### src/rtl/morse_pkg.sv
// morse_pkg: shared Morse digit link types, constants and digit pattern table
package morse_pkg;

    typedef enum logic [2:0] {IDLE, MARK, SPACE, DONE, HOLD} state_t;

    localparam logic SYM_DOT  = 1'b1;
    localparam logic SYM_DASH = 1'b0;
    localparam int   MORSE_LEN = 5;

    typedef struct packed {
        logic       hit;
        logic [3:0] digit;
    } lookup_t;

    // Patterns hold X1 in the MSB, so a left shift appends symbols in send order
    localparam logic [MORSE_LEN-1:0] DIGIT_PAT [10] = '{
        5'b00000, 5'b10000, 5'b11000, 5'b11100, 5'b11110,
        5'b11111, 5'b01111, 5'b00111, 5'b00011, 5'b00001
    };

    function automatic lookup_t digit_lookup(input logic [MORSE_LEN-1:0] pat);
        digit_lookup = '0;
        for (int i = 0; i < 10; i++)
            if (DIGIT_PAT[i] == pat) digit_lookup = '{hit: 1'b1, digit: 4'(i)};
    endfunction

endpackage

### src/rtl/morse_tick_gen.sv
// morse_tick_gen: timing-tick prescaler that restarts from zero on every key edge
module morse_tick_gen #(
    parameter int TICK_DIV = 1000
) (
    input  logic clk,
    input  logic reset_n,
    input  logic restart,
    output logic tick
);

    localparam int W = $clog2(TICK_DIV);
    localparam logic [W-1:0] LAST = W'(TICK_DIV - 1);

    logic [W-1:0] cnt;

    always_ff @(posedge clk or negedge reset_n) begin
        if (!reset_n) cnt <= '0;
        else cnt <= (restart || cnt == LAST) ? '0 : cnt + W'(1);
    end

    assign tick = cnt == LAST;

endmodule

### src/rtl/morse_decoder.sv
// morse_decoder: samples a Morse key line and decodes 5-symbol characters into digits 0-9
module morse_decoder
    import morse_pkg::*;
#(
    parameter int TICK_DIV  = 1000,
    parameter int DOT_MAX   = 2,
    parameter int DASH_MAX  = 6,
    parameter int GAP_TICKS = 3,
    parameter int CNT_W     = 8
) (
    input  logic       clk,
    input  logic       reset_n,
    input  logic       ready,
    input  logic       key,
    output logic       X1,
    output logic       X2,
    output logic       X3,
    output logic       X4,
    output logic       X5,
    output logic [3:0] digit,
    output logic       valid,
    output logic       error,
    output logic       busy
);

    localparam logic [CNT_W-1:0] DOT_L  = CNT_W'(DOT_MAX);
    localparam logic [CNT_W-1:0] DASH_L = CNT_W'(DASH_MAX);
    localparam logic [CNT_W-1:0] GAP_L  = CNT_W'(GAP_TICKS - 1);
    localparam logic [2:0]       LEN    = 3'(MORSE_LEN);

    state_t               state, state_n;
    logic [1:0]           sync;
    logic                 ksync, kprev, tick;
    logic [CNT_W-1:0]     dur, dur_n, eff;
    logic [2:0]           n, n_n;
    logic [MORSE_LEN-1:0] sym, sym_n, pat;
    logic                 err_n, load;
    lookup_t              hit;

    assign ksync = sync[1];
    // A tick landing on the release cycle still belongs to the mark
    assign eff = dur + CNT_W'(tick);
    assign hit = digit_lookup(sym);
    assign {X1, X2, X3, X4, X5} = pat;

    morse_tick_gen #(.TICK_DIV(TICK_DIV)) u_tick (
        .clk(clk),
        .reset_n(reset_n),
        .restart(ksync ^ kprev),
        .tick(tick)
    );

    always_ff @(posedge clk or negedge reset_n) begin
        if (!reset_n) begin
            sync  <= '0;
            kprev <= 1'b0;
        end else begin
            sync  <= {sync[0], key};
            kprev <= ksync;
        end
    end

    always_ff @(posedge clk or negedge reset_n) begin
        if (!reset_n) begin
            state <= IDLE;
            dur   <= '0;
            n     <= '0;
            sym   <= '0;
            pat   <= '0;
            digit <= '0;
            valid <= 1'b0;
            error <= 1'b0;
        end else begin
            state <= state_n;
            dur   <= dur_n;
            n     <= n_n;
            sym   <= sym_n;
            valid <= load;
            error <= err_n;
            if (load) begin
                pat   <= sym;
                digit <= hit.digit;
            end
        end
    end

    always_comb begin
        state_n = state;
        dur_n   = dur;
        n_n     = n;
        sym_n   = sym;
        err_n   = 1'b0;
        load    = 1'b0;
        if (!ready) begin
            state_n = IDLE;
            dur_n   = '0;
            n_n     = '0;
        end else begin
            case (state)
                IDLE: if (ksync) begin
                    state_n = MARK;
                    dur_n   = '0;
                    n_n     = '0;
                end
                MARK: if (tick && dur == DASH_L) begin
                    state_n = HOLD;
                    err_n   = 1'b1;
                end else if (!ksync) begin
                    dur_n = '0;
                    if (eff == '0) state_n = (n == '0) ? IDLE : SPACE;
                    else if (n == LEN) begin
                        state_n = HOLD;
                        err_n   = 1'b1;
                    end else begin
                        state_n = SPACE;
                        n_n     = n + 3'd1;
                        sym_n   = {sym[MORSE_LEN-2:0], (eff <= DOT_L) ? SYM_DOT : SYM_DASH};
                    end
                end else if (tick) dur_n = dur + CNT_W'(1);
                SPACE: if (tick && dur == GAP_L) begin
                    state_n = (n == LEN) ? DONE : IDLE;
                    load    = (n == LEN) && hit.hit;
                    err_n   = !load;
                    dur_n   = '0;
                end else if (ksync) begin
                    state_n = MARK;
                    dur_n   = '0;
                end else if (tick) dur_n = dur + CNT_W'(1);
                DONE: state_n = IDLE;
                HOLD: if (!ksync) state_n = IDLE;
                default: state_n = IDLE;
            endcase
        end
    end

    always_comb busy = state != IDLE;

endmodule

### config.mk
export PLATFORM = sky130hd
export DESIGN_NAME = morse_decoder
export DESIGN_NICKNAME = d
export VERILOG_FILES = /design/src/rtl/morse_pkg.sv /design/src/rtl/morse_tick_gen.sv /design/src/rtl/morse_decoder.sv
export SDC_FILE = /design/constraint.sdc
export NUM_CORES = 1
export LEC_CHECK = 0
export ABC_AREA = 0
export BUFFER_PORTS_ARGS = -buffer_cell sky130_fd_sc_hd__clkbuf_2
export CORE_ASPECT_RATIO = 1.1
export CORE_MARGIN = 10
export CORE_UTILIZATION = 54
export CTS_CLUSTER_DIAMETER = 100
export DETAILED_ROUTE_END_ITERATION = 6
export GPL_TIMING_DRIVEN = 0
export PLACE_DENSITY = 0.85
export SYNTH_ARGS = -nofsm -noshare
export SYNTH_HDL_FRONTEND = slang
export SYNTH_SLANG_ARGS = --single-unit
### constraint.sdc
create_clock -name clk -period 3 [get_ports clk]
set_input_delay 0.15 -clock clk [delete_from_list [all_inputs] [get_ports clk]]
set_output_delay 0.15 -clock clk [all_outputs]
set_load 0.02 [all_outputs]
==> results of run 1 <==
## placed cells by master (no fill, tap or decap), types with 3 or more instances in the layout
| master | count |
|---|---|
| nor3_1 | 9 |
| nand3_1 | 8 |
| ha_1 | 5 |
| o21a_1 | 3 |
| a21oi_1 | 11 |
| o21ai_0 | 17 |
| clkbuf_2 | 15 |
| nor4_1 | 3 |
| xor2_1 | 6 |
| nand4_1 | 9 |
| buf_4 | 11 |
| a31oi_1 | 6 |
| clkbuf_1 | 5 |
| buf_6 | 5 |
| dfrtp_1 | 43 |
| mux2_2 | 13 |
| o31ai_1 | 4 |
| xnor2_1 | 4 |
| clkbuf_8 | 5 |
| nand2b_1 | 8 |
| ha_2 | 3 |
| nand3b_1 | 3 |
| inv_1 | 12 |
| or3_1 | 5 |
| nand2_1 | 15 |
| nor2_1 | 22 |
## registers in the layout, summed over array words and instances, names as in the netlist
name,cells
digit,4
dur,8
error,1
kprev,1
n,3
pat,5
state,3
sym,5
sync,2
u_tick.cnt,10
valid,1
## cell families after synthesis
kind of cell | synth area share
AOI/OAI and AO/OA | 0.151
xor gates and xnor gates | 0.0355
adders and majority gates | 0.0405
buffers and inverters | 0.0517
DFF | 0.436
muxes | 0.0634
and+or+nand+nor | 0.222
## power by group
| group | total (uW) | switching [uW] | internal (uW) |
|---|---|---|---|
| clock | 404 | 232 | 172 |
| sequential | 598 | 8.46 | 589 |
| combinational | 72.1 | 47.3 | 24.9 |
| total | 1070 | 288 | 786 |
## worst max-delay path, cell delays in order, from the launching register on
cell and delay, ns:
dfrtp_1 0.38, ha_2 0.21, nand3b_1 0.18, nor4_4 0.23, ha_2 0.26, ha_2 0.21
nand4_1 0.14, a211oi_2 0.30, nand4_1 0.18, and3_4 0.19, buf_6 0.13, or3_1 0.37
## per-stage QoR
| step | utilization | total power (uW) | instances | instance area [um^2] | hold WS, ns |
|---|---|---|---|---|---|
| detailed placement | 0.601 | 676 | 323 | 2610 | 0.260 |
| CTS | 0.631 | 1080 | 334 | 2750 | 0.0567 |
| floorplan | - | 649 | 254 | 2470 | -0.146 |
| finish | 0.647 | 1070 | 342 | 2810 | 0.0121 |
| global placement | 0.601 | 673 | 323 | 2610 | 0.259 |
| global route | 0.647 | 1110 | 342 | 2810 | 0.0923 |
## layout make-up
class	count	area share
multi-input combinational	188	0.457
sequential	43	0.383
timing repair buffer	26	0.0569
buffer	11	0.0294
clock buffer	5	0.0245
tap	54	0.0240
inverter	12	0.0160
clock inverter	3	0.00934
## layer usage
metal	vias up	global-route usage	share of wire
met5	-	0	0
met4	0	0.0440	0.020
li1	988	-	-
met2	74	0.224	0.49
met1	1049	0.166	0.44
met3	10	0.0325	0.049
## final timing paths
kind / cells after the start / start / end / slack (ns)
min: 1 / reset_n / dur[0]$_DFFE_PN0P_ / 0.01
max in group asynchronous: 1 / reset_n / u_tick.cnt[4]$_DFF_PN0_ / 2.34
min in group clk: 3 / ready / state[2]$_DFFE_PN0P_ / 0.19
max: 11 / u_tick.cnt[1]$_DFF_PN0_ / state[1]$_DFFE_PN0P_ / 0.11
min reg2reg: 0 / sync[0]$_DFF_PN0_ / sync[1]$_DFF_PN0_ / 0.36
max reg2reg: 11 / u_tick.cnt[1]$_DFF_PN0_ / state[1]$_DFFE_PN0P_ / 0.11
## timing repair
item	in CTS	in global routing
hold buffers	1	0
setup endpoints to repair	11	11
pin swaps	2	5
hold endpoints to repair	1	0
resized for setup	2	4
buffers inserted	2	8
cloned	0	0
==> results.ini, run 1 <==
[status]
status = finished, final reports clean

[clock_network]
clock_sinks = 43
cts_buffers = 5
cts_max_path_buffers = 2
cts_tree = yes
h-tree-depth = 2
clk_pin_slew_ns = 0.10
root_buffer = clkbuf_8
clk_latency_ns = 0.31

[placement]
portBuffers = 15
post-dp-hpwl_mm = 3.49
dp_worst_setup_slack_ns = -0.453
gp_congestion = 0.926

[timing]
finalWorstSetupSlack_ns = 0.107
fmax_ghz = 0.346
period_needed_ns = 2.89
skew_ns = 0.00959
fin_setup_tns_ns = 0
relSlewSlack = 0.225
hold_violations = 0
maxSlewViolCount = 0
max_slew.worst_pin.slew_ns = 1.15
period_share = 0.964
final-setup-viol-count = 0

[yosys]
synthTopCellsByArea = dfrtp_1 44%, mux2_2 5.9%, ha_1 4.1%
yosysTopAreaCell = dfrtp_1
synth_top_cells_by_count = 43 x dfrtp_1, 22 x nor2_1, 18 x o21ai_0
ys_warn_count = 0
synth-edff-count = 0
ys_seq_area_frac = 0.436
synth_area_um2 = 2470
synth.most_common_cell = dfrtp_1
async_reset_ff_frac = 1.00
syn_inst = 254
synthDistinctLibCells = 51
synth_seq_cells = 43
ys.flop_type = dfrtp_1
yosys.area.top_type_share = 0.436
syn_avg_cell_area_um2 = 9.72
synth_fp_nets = 266

[grt]
grt_overflow = 0
grt_pass1_vias = 1906
antenna_found_initial = 0
grt_max_degree = 44
grt_first_pass_wirelength_mm = 8.94
grt_usage = 0.135

[finish]
ff_latch_area_um2 = 1080
nets = 299
antenna_cells = 0
multi_input_area_um2 = 1290
syn_to_final_growth_pct = 13.9
layout-drive-gt1-share = 0.236
fillers = 333

[floorplanning]
initial_core_util = 0.568
die_y_um = 90.9
rows = 25
die_area_um2 = 7680
core_um2 = 4350
die_w_um = 84.5
pin_count = 16

[critical_path]
worst-setup-path-type = register to register
critical_path.max_fanout = 8
worst_ep_arrival_time_ns = 3.08
critPathLaunchType = register
cp.required_ns = 3.19
end_kind = register

[job]
cap_violations = 0

[detailed_routing]
drc = 0
drt-vias-per-instance = 6.20
antenna_left = 0
drtIter0Drc = 192
vias = 2121
drt-pass1-iter-count = 5
wl_per_cell_um = 15.8
wl_mm = 5.41

[min_path]
hp-class = primary input to async pin

[power]
powerDensity_nw_per_um2 = 382
peakVddDrop_v = 0.000327
p_leak_uw = 0.00124

(Power assumes the default switching activity.)
==> run 2: changes to the inputs <==
--- a/config.mk
+++ b/config.mk
@@ -6,5 +6,4 @@
 export NUM_CORES = 1
 export LEC_CHECK = 0
-export ABC_AREA = 0
 export BUFFER_PORTS_ARGS = -buffer_cell sky130_fd_sc_hd__clkbuf_2
 export CORE_ASPECT_RATIO = 1.1
==> constraint.sdc (replaced) <==
create_clock -name clk -period 3 [get_ports clk]
set_input_delay 0.6 -clock clk [delete_from_list [all_inputs] [get_ports clk]]
set_output_delay 0.6 -clock clk [all_outputs]
set_load 0.02 [all_outputs]
==> run 2 against run 1 <==
Compared with the run above:
- fmax hardly changed
- combinational power is 2% lower
- final area is 0.36% lower
- setup slack hardly changed
- critical path type unchanged
- critical endpoint unchanged
- largest cell class unchanged
==> results.ini, run 2 (synthesis gave the netlist of run 1 again) <==
[status]
status = finished, final reports clean

[placement]
portBuffers = 15  ; unchanged
post-dp-hpwl_mm = 3.49  ; unchanged
gp_congestion = 0.926  ; unchanged
placed_cell_area_um2 = 2610  ; unchanged
dp_worst_setup_slack_ns = -0.453  ; unchanged
dp_cells = 323  ; unchanged

[clock_network]
clock_sinks = 43  ; unchanged
clk_latency_ns = 0.31  ; about the same
clk_pin_slew_ns = 0.10  ; about the same
h-tree-depth = 2  ; unchanged
cts_max_path_buffers = 2  ; unchanged
cts_tree = yes
postCtsHoldBufs = 0  ; -1
root_buffer = clkbuf_8
cts_buffers = 5  ; unchanged

[grt]
grt_pass1_vias = 1901  ; -0.26%
grt_first_pass_wirelength_mm = 8.91  ; -0.31%
grt_usage = 0.134  ; -0.000367
grt_overflow = 0  ; unchanged
grt_max_degree = 44  ; unchanged
antenna_found_initial = 0  ; unchanged

[finish]
largest-register = u_tick.cnt
antenna_cells = 0  ; unchanged
reg.largest.list = u_tick.cnt x10, dur x8
nets = 298  ; -0.33%
largest_register_ff_count = 10  ; unchanged
mostFrequentLayoutCells = 43 x dfrtp_1, 22 x nor2_1, 17 x o21ai_0
layout-drive-gt1-share = 0.237  ; +0.000823
finalInstanceArea_um2 = 2800  ; -0.36%
fillers = 334  ; +0.30%
final_cells = 341  ; -0.29%
layout_commonest_cell = dfrtp_1
syn_to_final_growth_pct = 13.5

[detailed_routing]
drt-pass1-iter-count = 4  ; -1
vias = 2102  ; -0.90%
drc = 0  ; unchanged
wl_mm = 5.38  ; -0.52%
wl_per_cell_um = 15.8  ; -0.23%
drt-vias-per-instance = 6.16  ; -0.61%
drtIter0Drc = 164  ; -15%
antenna_left = 0  ; unchanged

[timing]
max_slew.worst_pin.slew_ns = 1.12  ; -0.0305 ns
hold_violations = 0  ; unchanged
period_needed_ns = 2.89  ; -0.000330 ns
final-setup-viol-count = 0  ; unchanged
finalWorstSetupSlack_ns = 0.108  ; +0.000330 ns
skew_ns = 0.00942  ; -0.000168 ns
relSlewSlack = 0.245  ; +0.0206
fmax_ghz = 0.346  ; about the same
maxSlewViolCount = 0  ; unchanged
fin_setup_tns_ns = 0  ; unchanged
period_share = 0.964  ; about the same

[critical_path]
worstReg2RegStart = u_tick.cnt[1]$_DFF_PN0_
r2r_end = state[1]$_DFFE_PN0P_
critPathSlowestCell = dfrtp_1
critPathLaunchType = register
critPathCapture = state[1]$_DFFE_PN0P_
worst-setup-path-type = register to register
max_stage_delay_ns = 0.38  ; about the same
critical_path.max_fanout = 8  ; unchanged
crit_chain = ha_2 > nand3b_1 > nor4_4 > ha_2 > ha_2 > nand4_1 > a211oi_2 > nand4_1 > and3_4 > buf_6 > or3_1
end_kind = register
r2r_setup_slack_ns = 0.11  ; about the same
worst_ep_arrival_time_ns = 3.08  ; about the same
path_common_cell = ha_2
reg2reg_depth = 11  ; unchanged
startpoint = u_tick.cnt[1]$_DFF_PN0_
cp.required_ns = 3.19  ; about the same

[floorplanning]
initial_core_util = 0.568  ; unchanged
core_um2 = 4350  ; unchanged
pin_count = 16  ; unchanged
die_y_um = 90.9  ; unchanged
die_area_um2 = 7680  ; unchanged
die_w_um = 84.5  ; unchanged
rows = 25  ; unchanged

[power]
pwr-share-seq = 0.557  ; about the same
powerDensity_nw_per_um2 = 383  ; +0.35%
power.share.clock = 0.377  ; about the same
switchingPower_uw = 288  ; +0.25%
p_leak_uw = 0.00124  ; -0.34%
switching_share = 0.269  ; +0.000704
p_comb_frac = 0.066  ; about the same
peakVddDrop_v = 0.000327  ; about the same
p_int_uw = 785  ; -0.11%

[job]
cap_violations = 0  ; unchanged

[min_path]
hp-class = register to register

-- run 2: cell types whose count changed in the layout (fill, tap and decap cells not counted) --
cell           previous run  this run
dlygate4sd3_1             1         0
-- run 2: per-stage QoR --
step / util / hold WS, ns / total power [uW]
floorplan: - / 0.304 / 649
CTS: 0.629 / 0.361 / 1080
global route: 0.645 / 0.369 / 1110
global placement: 0.601 / 0.335 / 673
detailed placement: 0.601 / 0.339 / 676
finish: 0.645 / 0.360 / 1070
-- run 2: worst min-delay path by stage --
| stage | from | depth (start not counted) | end |
|---|---|---|---|
| CTS | sync[0]$_DFF_PN0_ | 0 | sync[1]$_DFF_PN0_ |
| floorplan | reset_n | 0 | digit[0]$_DFFE_PN0P_ |
| global route | sync[0]$_DFF_PN0_ | 0 | sync[1]$_DFF_PN0_ |
| finish | sync[0]$_DFF_PN0_ | 0 | sync[1]$_DFF_PN0_ |
| detailed placement | sync[0]$_DFF_PN0_ | 0 | sync[1]$_DFF_PN0_ |
| global placement | sync[0]$_DFF_PN0_ | 0 | sync[1]$_DFF_PN0_ |
-- run 2: power groups by stage --
stage	Clock [uW]	Combinational (uW)	Sequential (uW)
after global routing	433	81.3	599
after CTS	415	67.2	598
after detailed placement	0	66.5	609
after floorplan	0	41.0	608
after global placement	0	64.0	609
final	405	71.0	598
-- run 2: layout make-up --
| class | count | area, um^2 | share of cell area |
|---|---|---|---|
| Sequential cell | 43 | 1080 | 0.384 |
| Buffer | 11 | 82.6 | 0.0295 |
| Clock inverter | 3 | 26.3 | 0.00937 |
| Tap cell | 54 | 67.6 | 0.0241 |
| Multi-Input combinational cell | 188 | 1290 | 0.459 |
| Clock buffer | 5 | 68.8 | 0.0246 |
| Timing Repair Buffer | 25 | 150 | 0.0536 |
| Inverter | 12 | 45.0 | 0.0161 |
-- run 2: timing repair --
| action | 4_1_cts | 5_1_grt |
|---|---|---|
| pin swaps | 2 | 5 |
| endpoints found under the hold margin | 0 | 0 |
| setup buffers | 2 | 8 |
| endpoints found under the setup margin | 11 | 11 |
| resized for setup | 2 | 4 |
-- run 2: routing by layer --
| metal | wire length (um) | track usage | vias up |
|---|---|---|---|
| met5 | 0 | 0 | - |
| met4 | 110 | 0.0440 | 0 |
| met1 | 2310 | 0.166 | 1035 |
| met3 | 334 | 0.0325 | 12 |
| li1 | - | - | 988 |
| met2 | 2630 | 0.223 | 67 |
-- run 2: worst max-delay path: cells and delay by family, from the launching register on --
kind	cells	cell delay, ns
buffers and inverters	1	0.13
adders and majority gates	3	0.68
DFF	1	0.38
and+or+nand+nor	6	1.27
AOI/OAI and AO/OA	1	0.30
==> run 3: changes to the inputs <==
Settings changed: CELL_PAD_IN_SITES_DETAIL_PLACEMENT set to 0, CELL_PAD_IN_SITES_GLOBAL_PLACEMENT set to 1, CORE_UTILIZATION 54 to 43, PLACE_DENSITY 0.85 to 0.86, RECOVER_POWER set to 50.
==> run 3 against run 2 <==
Compared with the run above:
- the flow now finishes with violations (max-capacitance violations, max-slew violations)
- critical path depth is the same
- sequential share of layout area shrank 0.54 points
- combinational power shrank 0.8%
- hold slack lost 0.0027 ns
- first-iteration DRC count shrank 19%
- sequential cell count is the same
- critical path type unchanged
- largest cell class unchanged
- largest power group unchanged
==> results.ini, run 3 (synthesis gave the netlist of run 1 again) <==
[power]
peakVddDrop_v = 0.000384  ; +17%
powerDensity_nw_per_um2 = 390  ; +1.8%
fin_total_pwr_uw = 1110  ; +3.2%
p_leak_uw = 0.00123  ; -0.61%

[finish]
layout_commonest_cell = dfrtp_1
syn_to_final_growth_pct = 15.2
reg.largest.list = u_tick.cnt x10, dur x8
mostFrequentLayoutCells = 43 x dfrtp_1, 22 x nor2_1, 17 x o21ai_0
layout-drive-gt1-share = 0.221  ; -0.0159
nets = 297  ; -0.34%
final_cells = 360  ; +5.6%
largest_register_ff_count = 10  ; unchanged
largest-register = u_tick.cnt
antenna_cells = 0  ; unchanged

[status]
status = finished with violations
violations = max-capacitance violations, max-slew violations

[grt]
antenna_found_initial = 0  ; unchanged
grt_pass1_vias = 1876  ; -1.3%
grt_first_pass_wirelength_mm = 8.69  ; -2.4%
grt_usage = 0.112  ; -0.0223
grt_overflow = 0  ; unchanged
grt_max_degree = 44  ; unchanged

[clock_network]
root_buffer = clkbuf_8
clk_pin_slew_ns = 0.08  ; -0.02 ns
clock_sinks = 43  ; unchanged
h-tree-depth = 2  ; unchanged
clk_latency_ns = 0.29  ; -0.02 ns
postCtsHoldBufs = 0  ; unchanged
cts_tree = yes
cts_max_path_buffers = 2  ; unchanged
cts_buffers = 5  ; unchanged

[timing]
fmax_ghz = 0.346  ; about the same
maxSlewViolCount = 44  ; +44
hold_violations = 0  ; unchanged
period_share = 0.965  ; about the same
relSlewSlack = -0.536  ; -0.781
fin_setup_tns_ns = 0  ; unchanged
finalWorstSetupSlack_ns = 0.106  ; -0.00151 ns
period_needed_ns = 2.89  ; +0.00151 ns
skew_ns = 0.00521  ; -0.00422 ns
final-setup-viol-count = 0  ; unchanged
max_slew.worst_pin.slew_ns = 2.30  ; +1.19 ns

[critical_path]
r2r_end = state[1]$_DFFE_PN0P_
worstReg2RegStart = u_tick.cnt[0]$_DFF_PN0_
reg2reg_depth = 11  ; unchanged
critPathLaunchType = register
critical_path.max_fanout = 8  ; unchanged
worst_ep_arrival_time_ns = 3.06  ; -0.02 ns
r2r_setup_slack_ns = 0.11  ; about the same
end_kind = register
startpoint = u_tick.cnt[0]$_DFF_PN0_
critPathCapture = state[1]$_DFFE_PN0P_
cp.required_ns = 3.17  ; -0.02 ns
worst-setup-path-type = register to register

[floorplanning]
core_um2 = 5470  ; +26%
die_w_um = 92.2  ; +9.2%
pin_count = 16  ; unchanged
rows = 28  ; +12%
die_area_um2 = 9180  ; +19%
die_y_um = 99.5  ; +9.4%
initial_core_util = 0.452  ; -0.116

[min_path]
hp-class = register to register
worstHoldPathCells = 0  ; unchanged

[detailed_routing]
wl_per_cell_um = 14.6  ; -7.4%
antenna_left = 0  ; unchanged
wl_mm = 5.26  ; -2.3%
drc = 0  ; unchanged
drt-vias-per-instance = 5.56  ; -9.9%
drt-pass1-iter-count = 4  ; unchanged
vias = 2000  ; -4.9%
drtIter0Drc = 133  ; -19%

[placement]
dp_cells = 344  ; +6.5%
post-dp-hpwl_mm = 3.61  ; +3.6%
dp_worst_setup_slack_ns = -0.579  ; -0.126 ns
gp_congestion = 0.815  ; -12%
portBuffers = 15  ; unchanged

[job]
cap_violations = 1  ; +1

run 3: cell types whose count changed in the layout (fill, tap and decap cells not counted), moves of 2 or more:
cell,change
clkbuf_2,-3
inv_6,-2
ha_2,-2
clkbuf_1,+3
run 3: how the worst min path moves through the flow:
stage | startpoint | end | slack [ns]
floorplan | reset_n | digit[0]$_DFFE_PN0P_ | 0.30
global placement | sync[0]$_DFF_PN0_ | sync[1]$_DFF_PN0_ | 0.33
detailed placement | sync[0]$_DFF_PN0_ | sync[1]$_DFF_PN0_ | 0.34
CTS | sync[0]$_DFF_PN0_ | sync[1]$_DFF_PN0_ | 0.36
global route | sync[0]$_DFF_PN0_ | sync[1]$_DFF_PN0_ | 0.37
finish | sync[0]$_DFF_PN0_ | sync[1]$_DFF_PN0_ | 0.36
run 3: area by class of cell:
class / count / area [um^2]
well taps: 75 / 93.8
repair buffers: 24 / 139
clock buffers: 5 / 68.8
multi-input cells: 188 / 1300
plain buffers: 11 / 82.6
flip-flops and latches: 43 / 1080
clock inverters: 2 / 37.5
inverters: 12 / 45.0
fillers: 525 / 2620
run 3: stage by stage:
stage / hold WS [ns] / cell area, um^2 / utilization
after floorplan: 0.304 / 2470 / -
after global placement: 0.334 / 2640 / 0.483
after detailed placement: 0.341 / 2640 / 0.483
after CTS: 0.361 / 2790 / 0.511
after global routing: 0.374 / 2840 / 0.520
final: 0.357 / 2840 / 0.520
run 3: per-layer routing:
layer,wire (um),share of wire,global-route usage,up-vias
met2,2620,0.50,0.182,38
met4,51,0.0097,0.0428,0
met3,155,0.029,0.0203,4
li1,-,-,-,993
met1,2430,0.46,0.144,965
met5,0,0,0,-
run 3: power breakdown:
part	switching (uW)	internal [uW]
Combinational	46.0	24.4
Clock	196	243
Sequential	9.22	589
run 3: repair_timing:
action / CTS / global route
pin swaps: 2 / 5
setup endpoints to repair: 11 / 7
setup buffers: 4 / 5
resized for setup: 3 / 4
run 3: worst max-delay path, cell delays in order, from the launching register on:
cell	delay, ns
dfrtp_1	0.39
ha_2	0.21
nand3b_1	0.16
nor4_4	0.28
ha_4	0.22
ha_1	0.20
nand4_1	0.12
a211oi_2	0.27
nand4_1	0.21
and3_4	0.20
buf_6	0.13
or3_1	0.37
